$ cat config.mk
export PLATFORM = sky130hd
export DESIGN_NAME = apb_cmd_master
export DESIGN_NICKNAME = d
export VERILOG_FILES = /design/src/rtl/apb_cmd_master.sv
export SDC_FILE = /design/constraint.sdc
export NUM_CORES = 1
export LEC_CHECK = 0
export CORE_MARGIN = 3
export CORE_UTILIZATION = 38
export DETAILED_ROUTE_END_ITERATION = 7
export HOLD_SLACK_MARGIN = 0.15
export PLACE_DENSITY = 0.68
export SKIP_CTS_REPAIR_TIMING = 1
export SLEW_MARGIN = 20
export SYNTH_ARGS = -nofsm -noshare
export SYNTH_HDL_FRONTEND = slang
export SYNTH_SLANG_ARGS = --single-unit
export TNS_END_PERCENT = 100
$ cat constraint.sdc
create_clock -name apb_clk_i -period 6.28 [get_ports apb_clk_i]
set_input_delay 0.628 -clock apb_clk_i [delete_from_list [all_inputs] [get_ports apb_clk_i]]
set_output_delay 0.628 -clock apb_clk_i [all_outputs]
set_load 0.005 [all_outputs]
$ cat src/rtl/apb_cmd_master.sv
// APB4 master fed by a valid/ready command stream through a small FIFO, one response per command.
// Optional ACCESS-phase timeout: define APB_CMD_MASTER_TIMEOUT_EN.
module apb_cmd_master #(
  parameter int ADDR_W      = 32,
  parameter int DATA_W      = 32,
  parameter int FIFO_DEPTH  = 4,
  parameter int TIMEOUT_CYC = 16,
  localparam int STRB_W     = DATA_W / 8,
  localparam int LVL_W      = $clog2(FIFO_DEPTH) + 1
) (
  input  logic              apb_clk_i,
  input  logic              apb_resetn_i,
  input  logic              cmd_valid_i,
  output logic              cmd_ready_o,
  input  logic              cmd_write_i,
  input  logic [ADDR_W-1:0] cmd_addr_i,
  input  logic [DATA_W-1:0] cmd_wdata_i,
  input  logic [STRB_W-1:0] cmd_strb_i,
  input  logic [2:0]        cmd_prot_i,
  output logic [LVL_W-1:0]  fifo_level_o,
  output logic              rsp_valid_o,
  input  logic              rsp_ready_i,
  output logic [DATA_W-1:0] rsp_rdata_o,
  output logic              rsp_err_o,
  output logic              rsp_timeout_o,
  output logic [ADDR_W-1:0] apb_addr_o,
  output logic              apb_sel_o,
  output logic              apb_enable_o,
  output logic              apb_write_o,
  output logic [STRB_W-1:0] apb_strb_o,
  output logic [2:0]        apb_prot_o,
  output logic [DATA_W-1:0] apb_wdata_o,
  input  logic              apb_ready_i,
  input  logic [DATA_W-1:0] apb_rdata_i,
  input  logic              apb_slverr_i
);

  localparam int PTR_W = $clog2(FIFO_DEPTH);

  if ((DATA_W != 8 && DATA_W != 16 && DATA_W != 32 && DATA_W != 64) ||
      FIFO_DEPTH < 2 || (FIFO_DEPTH & (FIFO_DEPTH - 1)) != 0 || TIMEOUT_CYC < 1) begin : g_bad_param
    $error("apb_cmd_master: illegal parameter combination");
  end

  typedef enum logic [1:0] {IDLE, SETUP, ACCESS} state_t;

  typedef struct packed {
    logic              write;
    logic [2:0]        prot;
    logic [STRB_W-1:0] strb;
    logic [ADDR_W-1:0] addr;
    logic [DATA_W-1:0] wdata;
  } cmd_t;

  state_t           state, state_next;
  cmd_t             mem [FIFO_DEPTH];
  cmd_t             head;
  logic [PTR_W-1:0] wr_ptr, rd_ptr;
  logic [LVL_W-1:0] level;
  logic             full, empty, push, pop;
  logic             start, done, timeout_hit;

  // ---------------- command FIFO ----------------
  assign full         = (level == LVL_W'(FIFO_DEPTH));
  assign empty        = (level == '0);
  assign cmd_ready_o  = apb_resetn_i && !full;
  assign push         = cmd_valid_i && cmd_ready_o;
  assign pop          = done;
  assign head         = mem[rd_ptr];
  assign fifo_level_o = level;

  always_ff @(posedge apb_clk_i) begin
    if (push) begin
      mem[wr_ptr] <= '{write: cmd_write_i, prot: cmd_prot_i, strb: cmd_strb_i,
                       addr: cmd_addr_i, wdata: cmd_wdata_i};
    end
  end

  always_ff @(posedge apb_clk_i) begin
    if (!apb_resetn_i) begin
      wr_ptr <= '0;
      rd_ptr <= '0;
      level  <= '0;
    end else begin
      if (push) wr_ptr <= wr_ptr + 1'b1;
      if (pop)  rd_ptr <= rd_ptr + 1'b1;
      case ({push, pop})
        2'b10:   level <= level + 1'b1;
        2'b01:   level <= level - 1'b1;
        default: level <= level;
      endcase
    end
  end

  // ---------------- transfer FSM ----------------
  always_ff @(posedge apb_clk_i) begin
    if (!apb_resetn_i) state <= IDLE;
    else               state <= state_next;
  end

  always_comb begin
    state_next = state;
    start      = 1'b0;
    done       = 1'b0;
    case (state)
      IDLE: begin
        if (!empty && (!rsp_valid_o || rsp_ready_i)) begin
          state_next = SETUP;
          start      = 1'b1;
        end
      end
      SETUP:   state_next = ACCESS;
      ACCESS: begin
        if (apb_ready_i || timeout_hit) begin
          state_next = IDLE;
          done       = 1'b1;
        end
      end
      default: state_next = IDLE;
    endcase
  end

  assign apb_sel_o    = (state != IDLE);
  assign apb_enable_o = (state == ACCESS);

  // Address/control are latched on SETUP entry and deliberately left untouched in IDLE.
  always_ff @(posedge apb_clk_i) begin
    if (!apb_resetn_i) begin
      apb_addr_o  <= '0;
      apb_write_o <= 1'b0;
      apb_strb_o  <= '0;
      apb_prot_o  <= '0;
      apb_wdata_o <= '0;
    end else if (start) begin
      apb_addr_o  <= head.addr;
      apb_write_o <= head.write;
      apb_strb_o  <= head.write ? head.strb : '0;
      apb_prot_o  <= head.prot;
      apb_wdata_o <= head.wdata;
    end
  end

  // ---------------- optional ACCESS timeout ----------------
`ifdef APB_CMD_MASTER_TIMEOUT_EN
  localparam int TC_W = $clog2(TIMEOUT_CYC + 1);
  logic [TC_W-1:0] wait_cnt;

  always_ff @(posedge apb_clk_i) begin
    if (!apb_resetn_i)                          wait_cnt <= '0;
    else if (state == SETUP)                    wait_cnt <= '0;
    else if (state == ACCESS && !apb_ready_i)   wait_cnt <= wait_cnt + 1'b1;
  end

  // Fires on the TIMEOUT_CYC-th stalled ACCESS cycle; a PREADY in that cycle still completes normally.
  assign timeout_hit = (state == ACCESS) && !apb_ready_i && (wait_cnt == TC_W'(TIMEOUT_CYC - 1));
`else
  assign timeout_hit = 1'b0;
`endif

  // ---------------- response buffer ----------------
  always_ff @(posedge apb_clk_i) begin
    if (!apb_resetn_i) begin
      rsp_valid_o   <= 1'b0;
      rsp_rdata_o   <= '0;
      rsp_err_o     <= 1'b0;
      rsp_timeout_o <= 1'b0;
    end else if (done) begin
      rsp_valid_o   <= 1'b1;
      rsp_rdata_o   <= (apb_write_o || timeout_hit) ? '0 : apb_rdata_i;
      rsp_err_o     <= timeout_hit ? 1'b1 : apb_slverr_i;
      rsp_timeout_o <= timeout_hit;
    end else if (rsp_ready_i) begin
      rsp_valid_o   <= 1'b0;
    end
  end

endmodule

==> results of run 1 <==
==> synthesized netlist by cell type (3+ instances only) <==
cell,n
nand3b_1,32
or3_1,3
nand2_1,43
buf_1,6
dfxtp_1,117
nor2_1,7
o22ai_1,4
a21oi_1,106
and2_1,5
buf_2,16
edfxtp_1,288
nand4_1,70
mux4_2,72
buf_6,8
clkbuf_1,53
inv_1,9
ha_1,5
o31ai_1,68
==> sequential cells by signal, summed over array words and instances (netlist names), 2 cells and up, named ones only <==
signal and flops:
mem 288, apb_addr_o 32, apb_wdata_o 32, rsp_rdata_o 32, apb_strb_o 4, apb_prot_o 3, fifo_level_o 3, rd_ptr 2
state 2, wr_ptr 2
==> cell type report <==
type,instances,area [sq um],share of cell area (%)
Multi-Input combinational cell,435,3860,20.1
Sequential cell,405,11000,57.1
Clock buffer,61,1220,6.33
Inverter,11,43.8,0.227
Tap cell,518,648,3.36
Clock inverter,16,174,0.903
Timing Repair Buffer,234,2310,12.0
==> per-stage QoR <==
stage                     cell area [sq um]  worst slack, ns  total power (W)  instances
after floorplan                       15300             3.18          0.00336        936
after global placement                17900             2.17          0.00367       1603
after detailed placement              17900             2.10          0.00369       1603
after CTS                             19300             2.65          0.00616       1680
after global routing                  19300             2.32          0.00632       1680
final                                 19300             2.62          0.00609       1680
==> cell usage in the layout (no fill, tap or decap), drive strengths merged, types with 8 or more instances in the layout <==
cell type and count:
a21oi 106, nand3b 33, buf 13, inv 14, nand2 43, mux4 72
nor2 8, clkdlybuf4s50 221, edfxtp 288, clkbuf 61, dfxtp 117, clkinv 9
nand4 70, o31ai 68
==> worst min-delay path, cell delays in order (launching register included) <==
cell and delay [ns]:
dfxtp_1 0.31, nand2_1 0.05, a21oi_1 0.05
==> worst max-delay path by stage <==
stage / from / end / slack (ns) / cells past startpoint
finish: apb_ready_i / fifo_level_o[2] / 2.62 / 9
global route: apb_ready_i / fifo_level_o[2] / 2.32 / 9
CTS: apb_ready_i / fifo_level_o[2] / 2.65 / 9
detailed placement: apb_ready_i / fifo_level_o[2] / 2.10 / 9
global placement: apb_ready_i / fifo_level_o[2] / 2.17 / 9
floorplan: cmd_valid_i / mem[0][0] / 3.18 / 3
==> logic make-up after synthesis <==
group	count (synthesis)
mux	74
compound gates	181
flops	405
simple gates	170
fa+ha+maj	6
xor+xnor	3
other cells	1
buf+inv	96
==> routing by layer <==
layer / global-route usage (%) / part of all wire (%)
met1: 22.9 / 41
met2: 29.4 / 50
met3: 4.11 / 7.1
met4: 4.48 / 1.8
met5: 0 / 0.064
==> report_power, final <==
part	internal, W	total (W)	switching (W)
combinational	0.000276	0.000597	0.000321
sequential	0.00297	0.00303	0.0000604
clock	0.00148	0.00247	0.000990
==> metrics.md, run 1 <==
| Metric | Value |
|---|---|
| Post-Synth Simple-Gate Area | `6.47%` |
| CP Cell Sequence | `clkdlybuf4s50_1 -> nand3b_2 -> clkinv_1 -> ha_1 -> inv_1 -> fa_1 -> xor2_1 -> or3_1 -> a21oi_1` |
| Share of flip-flops with an asynchronous set or reset | `0%` |
| Die width | `206 microns` |
| Post-synthesis sequential area ratio | `72.0%` |
| Vias in the first global route | `9504` |
| Hold Path Class | `reg -> reg` |
| Reg2reg setup slack | `2.71 ns` |
| Share of the synthesized area in the top cell type | `56.7%` |
| Area Growth Syn to Fin | `26.2%` |
| Max incr delay on CP | `1.06 ns` |
| Synth Instances | `936` |
| Per-cell routed wire length | `22.2 microns` |
| Max Fanout on Critical Path | `37` |
| Io pins | `223` |
| Max-Cap Viols | `0` |
| Hold worst-path end | `rsp_rdata_o[16]` |
| Post-synth EDFFs | `288` |
| XOR/XNOR share of the synthesized area | `0.172%` |
| Worst-margin pin slew | `1.05 ns` |
| Antenna Nets Post-Route | `0` |
| Final core occ | `49.2%` |
| Worst R2R End | `fifo_level_o[2]` |
| Setup tns final | `0 ns` |
| Worst-Skew Late Latency | `0.53 ns` |
| Netlist cell types | `37` |
| Clock skew | `0.0159 ns` |
| Diode count | `0` |
| Largest area contributor in the netlist | `edfxtp_1` |
| Count of warnings emitted by yosys | `0` |
| CTS sink count | `405` |
| Unrepaired setup endpoints after global routing | `false` |
| Post-Syn Nets | `1052` |
| Status | `completed` |
| Initial core utilization | `39.0%` |
| Core Area | `39200 sq um` |
| Critical Path AT | `4.11 ns` |
| Cell family with most CP delay | `buffers and inverters` |
| Hold path depth | `2` |
| Share of layout cells above drive strength 1 | `14.2%` |
| FF+latch count, synth | `405` |
| Main combinational cell family by area after synthesis | `multiplexers` |
| FP Rows | `72` |
| Mux contribution to synthesized area | `10.8%` |
| Largest net degree at the start of global routing | `78` |
| Slowest-stage cell, CP | `clkinv_1` |
| Final period util | `58.3%` |
| Crit path kind | `in -> reg` |
| Slew headroom | `29.5%` |
| Power Density | `316 nW/um^2` |
| Max Slew Vio Count | `0` |
| Final setup fails | `0` |
| Register-to-Register Path Depth | `8` |
| H-tree levels | `2` |
| Hold Slack | `0.450 ns` |
| CTS buffer count | `42` |
| Syn_area_per_cell | `16.3 sq um` |
| Compound-Gate Fraction of Synth Area | `7.11%` |
| Nets | `1245` |
| GP Congestion | `0.754` |
| VDD IR max | `161 uV` |
| First-pass GRT wire length | `56700 microns` |
| FF-to-FF Start | `state[0]` |
| Final wirelength | `37400 microns` |
| HP Start | `rsp_rdata_o[16]` |
| Worst setup SP type | `primary input` |
| Clk buf depth | `3` |
| Global Route Usage Sum | `17.4%` |
| CTS root buf | `clkbuf_16` |
| Max Clk Rate | `273 MHz` |
| Detailed Route Iter0 Violations | `862` |
| Worst setup EP type | `register` |
| Clk pin slew, worst setup/hold paths | `0.06 ns` |
| Antenna violations before repair | `3` |
| Mapped cell area | `15300 sq um` |
| Drt drc | `0` |
| WP data required | `6.73 ns` |
| Final hold viol count | `0` |
| Worst Path Buf+Inv | `3` |
| Die height | `206 microns` |
| CTS tree | `yes` |
| Fillers | `3259` |
| Minimum clock period | `3.66 ns` |
| Via count | `9128` |
| Number of detailed-route iterations in the first pass | `5` |
| GR Overflow Total | `0` |
| Synth area leaders | `edfxtp_1 (57%), dfxtp_1 (15%), mux4_2 (11%)` |
| Post-synth top flop | `edfxtp_1` |
| Synth Area in Adders | `0.541%` |
| IO Port Bufs | `221` |
| Die ar. | `42600 sq um` |
| Post-DP HPWL | `21600 microns` |
| Drt via density | `5.43` |
| Leakage power | `6.02 nW` |
Note: power is estimated with default switching activity, not from simulation.
==> run 2, diff against run 1 <==
- clock period: 6.28 -> 3.4 ns (I/O delays scaled with it)
==> metrics.md, run 2 (synthesis gave the netlist of run 1 again) <==
| Metric | Value |
|---|---|
| Status | `completed` |
| Antenna Nets Post-Route | `0` |
| Worst-margin pin slew | `1.10 ns` |
| Unrepaired setup endpoints after global routing | `false` |
| Die width | `206 microns` |
| Drt drc | `0` |
| WP data required | `3.85 ns` |
| Worst setup EP type | `register` |
| Max Slew Vio Count | `0` |
| Most frequent cells in the layout | `edfxtp_1 (288), clkdlybuf4s50_1 (221), dfxtp_1 (115)` |
| HP Start | `apb_slverr_i` |
| Hold Slack | `0.358 ns` |
| Number of flip-flops in the largest register | `288` |
| Vias in the first global route | `9552` |
| Largest net degree at the start of global routing | `71` |
| Register area | `11000 sq um` |
| CTS tree | `yes` |
| Via count | `9189` |
| Final setup fails | `0` |
| Crit path kind | `reg -> reg` |
| Setup tns final | `0 ns` |
| FF-to-FF Start | `fifo_level_o[2]` |
| Area Growth Syn to Fin | `27.8%` |
| Max Fanout on Critical Path | `6` |
| CTS sink count | `405` |
| Worst setup SP type | `register` |
| FP Rows | `72` |
| Clock skew | `0.0184 ns` |
| Hold Path Class | `in -> reg` |
| Final period util | `74.0%` |
| Max Clk Rate | `397 MHz` |
| IO Port Bufs | `221` |
| Initial core utilization | `39.0%` |
| Die height | `206 microns` |
| Fillers | `3274` |
| Worst-Skew Late Latency | `0.54 ns` |
| Nets | `1262` |
| Io pins | `223` |
| Worst R2R End | `fifo_level_o[2]` |
| Register-to-Register Path Depth | `9` |
| Minimum clock period | `2.52 ns` |
| Hold worst-path end | `rsp_err_o` |
| Register bank with the most flops | `mem` |
| Critical Path AT | `2.97 ns` |
| Clk pin slew, worst setup/hold paths | `0.06 ns` |
| Clk buf depth | `3` |
| CTS root buf | `clkbuf_16` |
| GR Overflow Total | `0` |
| Layout Cell Area excl Fill | `19500 sq um` |
| Hold path depth | `3` |
| Power Density | `584 nW/um^2` |
| Core Area | `39200 sq um` |
| Multi-input gate area | `3860 sq um` |
| Leakage power | `6.13 nW` |
| Drt via density | `5.40` |
| Final hold viol count | `0` |
| Number of detailed-route iterations in the first pass | `5` |
| Share of layout cells above drive strength 1 | `15.7%` |
| Slew headroom | `26.3%` |
| Post-DP HPWL | `23100 microns` |
| Die ar. | `42600 sq um` |
| Global Route Usage Sum | `17.4%` |
| H-tree levels | `2` |
| VDD IR max | `371 uV` |
| Antenna violations before repair | `2` |
| CTS buffer count | `42` |
| Max-Cap Viols | `0` |
| Final wirelength | `37800 microns` |
| First-pass GRT wire length | `56700 microns` |
| Detailed Route Iter0 Violations | `699` |
| Post-DP Area | `18100 sq um` |
| GP Congestion | `0.750` |
| Commonest non-fill, non-tap cell in the layout | `edfxtp_1` |
| Reg2reg setup slack | `0.88 ns` |
| Per-cell routed wire length | `22.2 microns` |
[run 2: cell count changes in the layout (fill, tap and decap cells not counted), sizes merged]
cell	delta
clkinv	+2
clkbuf	-4
diode	+3
inv	-2
clkinvlp	+4
bufinv	+1
buf	+17
[run 2: final cells by class]
class                   instances  share of cell area [%]
flip-flops and latches        405                    56.4
multi-input cells             435                    19.8
repair buffers                251                    12.9
clock buffers                  57                    6.11
well taps                     518                    3.32
clock inverters                21                    1.21
inverters                      11                   0.225
diodes                          3                  0.0385
[run 2: worst max-delay path: stages, from the launching register on]
cell and delay, ns:
dfxtp_1 0.43, or3b_1 0.42, and3_1 0.29, inv_1 0.08
ha_1 0.18, inv_1 0.06, fa_1 0.37, xor2_1 0.16
or3_1 0.31, a21oi_1 0.14
[run 2: how the worst max path moves through the flow]
stage | start | to | slack [ns]
5_1_grt | fifo_level_o[2] | fifo_level_o[2] | 0.67
4_1_cts | fifo_level_o[2] | fifo_level_o[2] | 0.90
2_1_floorplan | fifo_level_o[0] | mem[0][0] | 0.33
3_5_place_dp | apb_resetn_i | fifo_level_o[2] | 0.87
3_3_place_gp | apb_resetn_i | fifo_level_o[2] | 0.88
6_report | fifo_level_o[2] | fifo_level_o[2] | 0.88
[run 2: metal layers]
| layer | GRT usage, % | part of all wire (%) |
|---|---|---|
| met1 | 22.8 | 42 |
| met4 | 5.04 | 2.3 |
| met5 | 0 | 0.034 |
| met2 | 29.5 | 49 |
| met3 | 3.70 | 6.6 |
[run 2: per-stage QoR]
| stage | utilization (%) | total power (W) | cells | setup slack (ns) |
|---|---|---|---|---|
| 3_5_place_dp | 46.1 | 0.00683 | 1620 | 0.875 |
| 3_3_place_gp | 46.1 | 0.00681 | 1620 | 0.885 |
| 4_1_cts | 49.8 | 0.0115 | 1698 | 0.901 |
| 6_report | 49.8 | 0.0114 | 1701 | 0.883 |
| 5_1_grt | 49.8 | 0.0118 | 1699 | 0.675 |
| 2_1_floorplan | - | 0.00621 | 936 | 0.328 |
[run 2: power by group]
group          internal [W]  switching, W  total (W)
logic              0.000529      0.000609    0.00114
clock network       0.00278       0.00188    0.00466
registers           0.00548      0.000105    0.00558
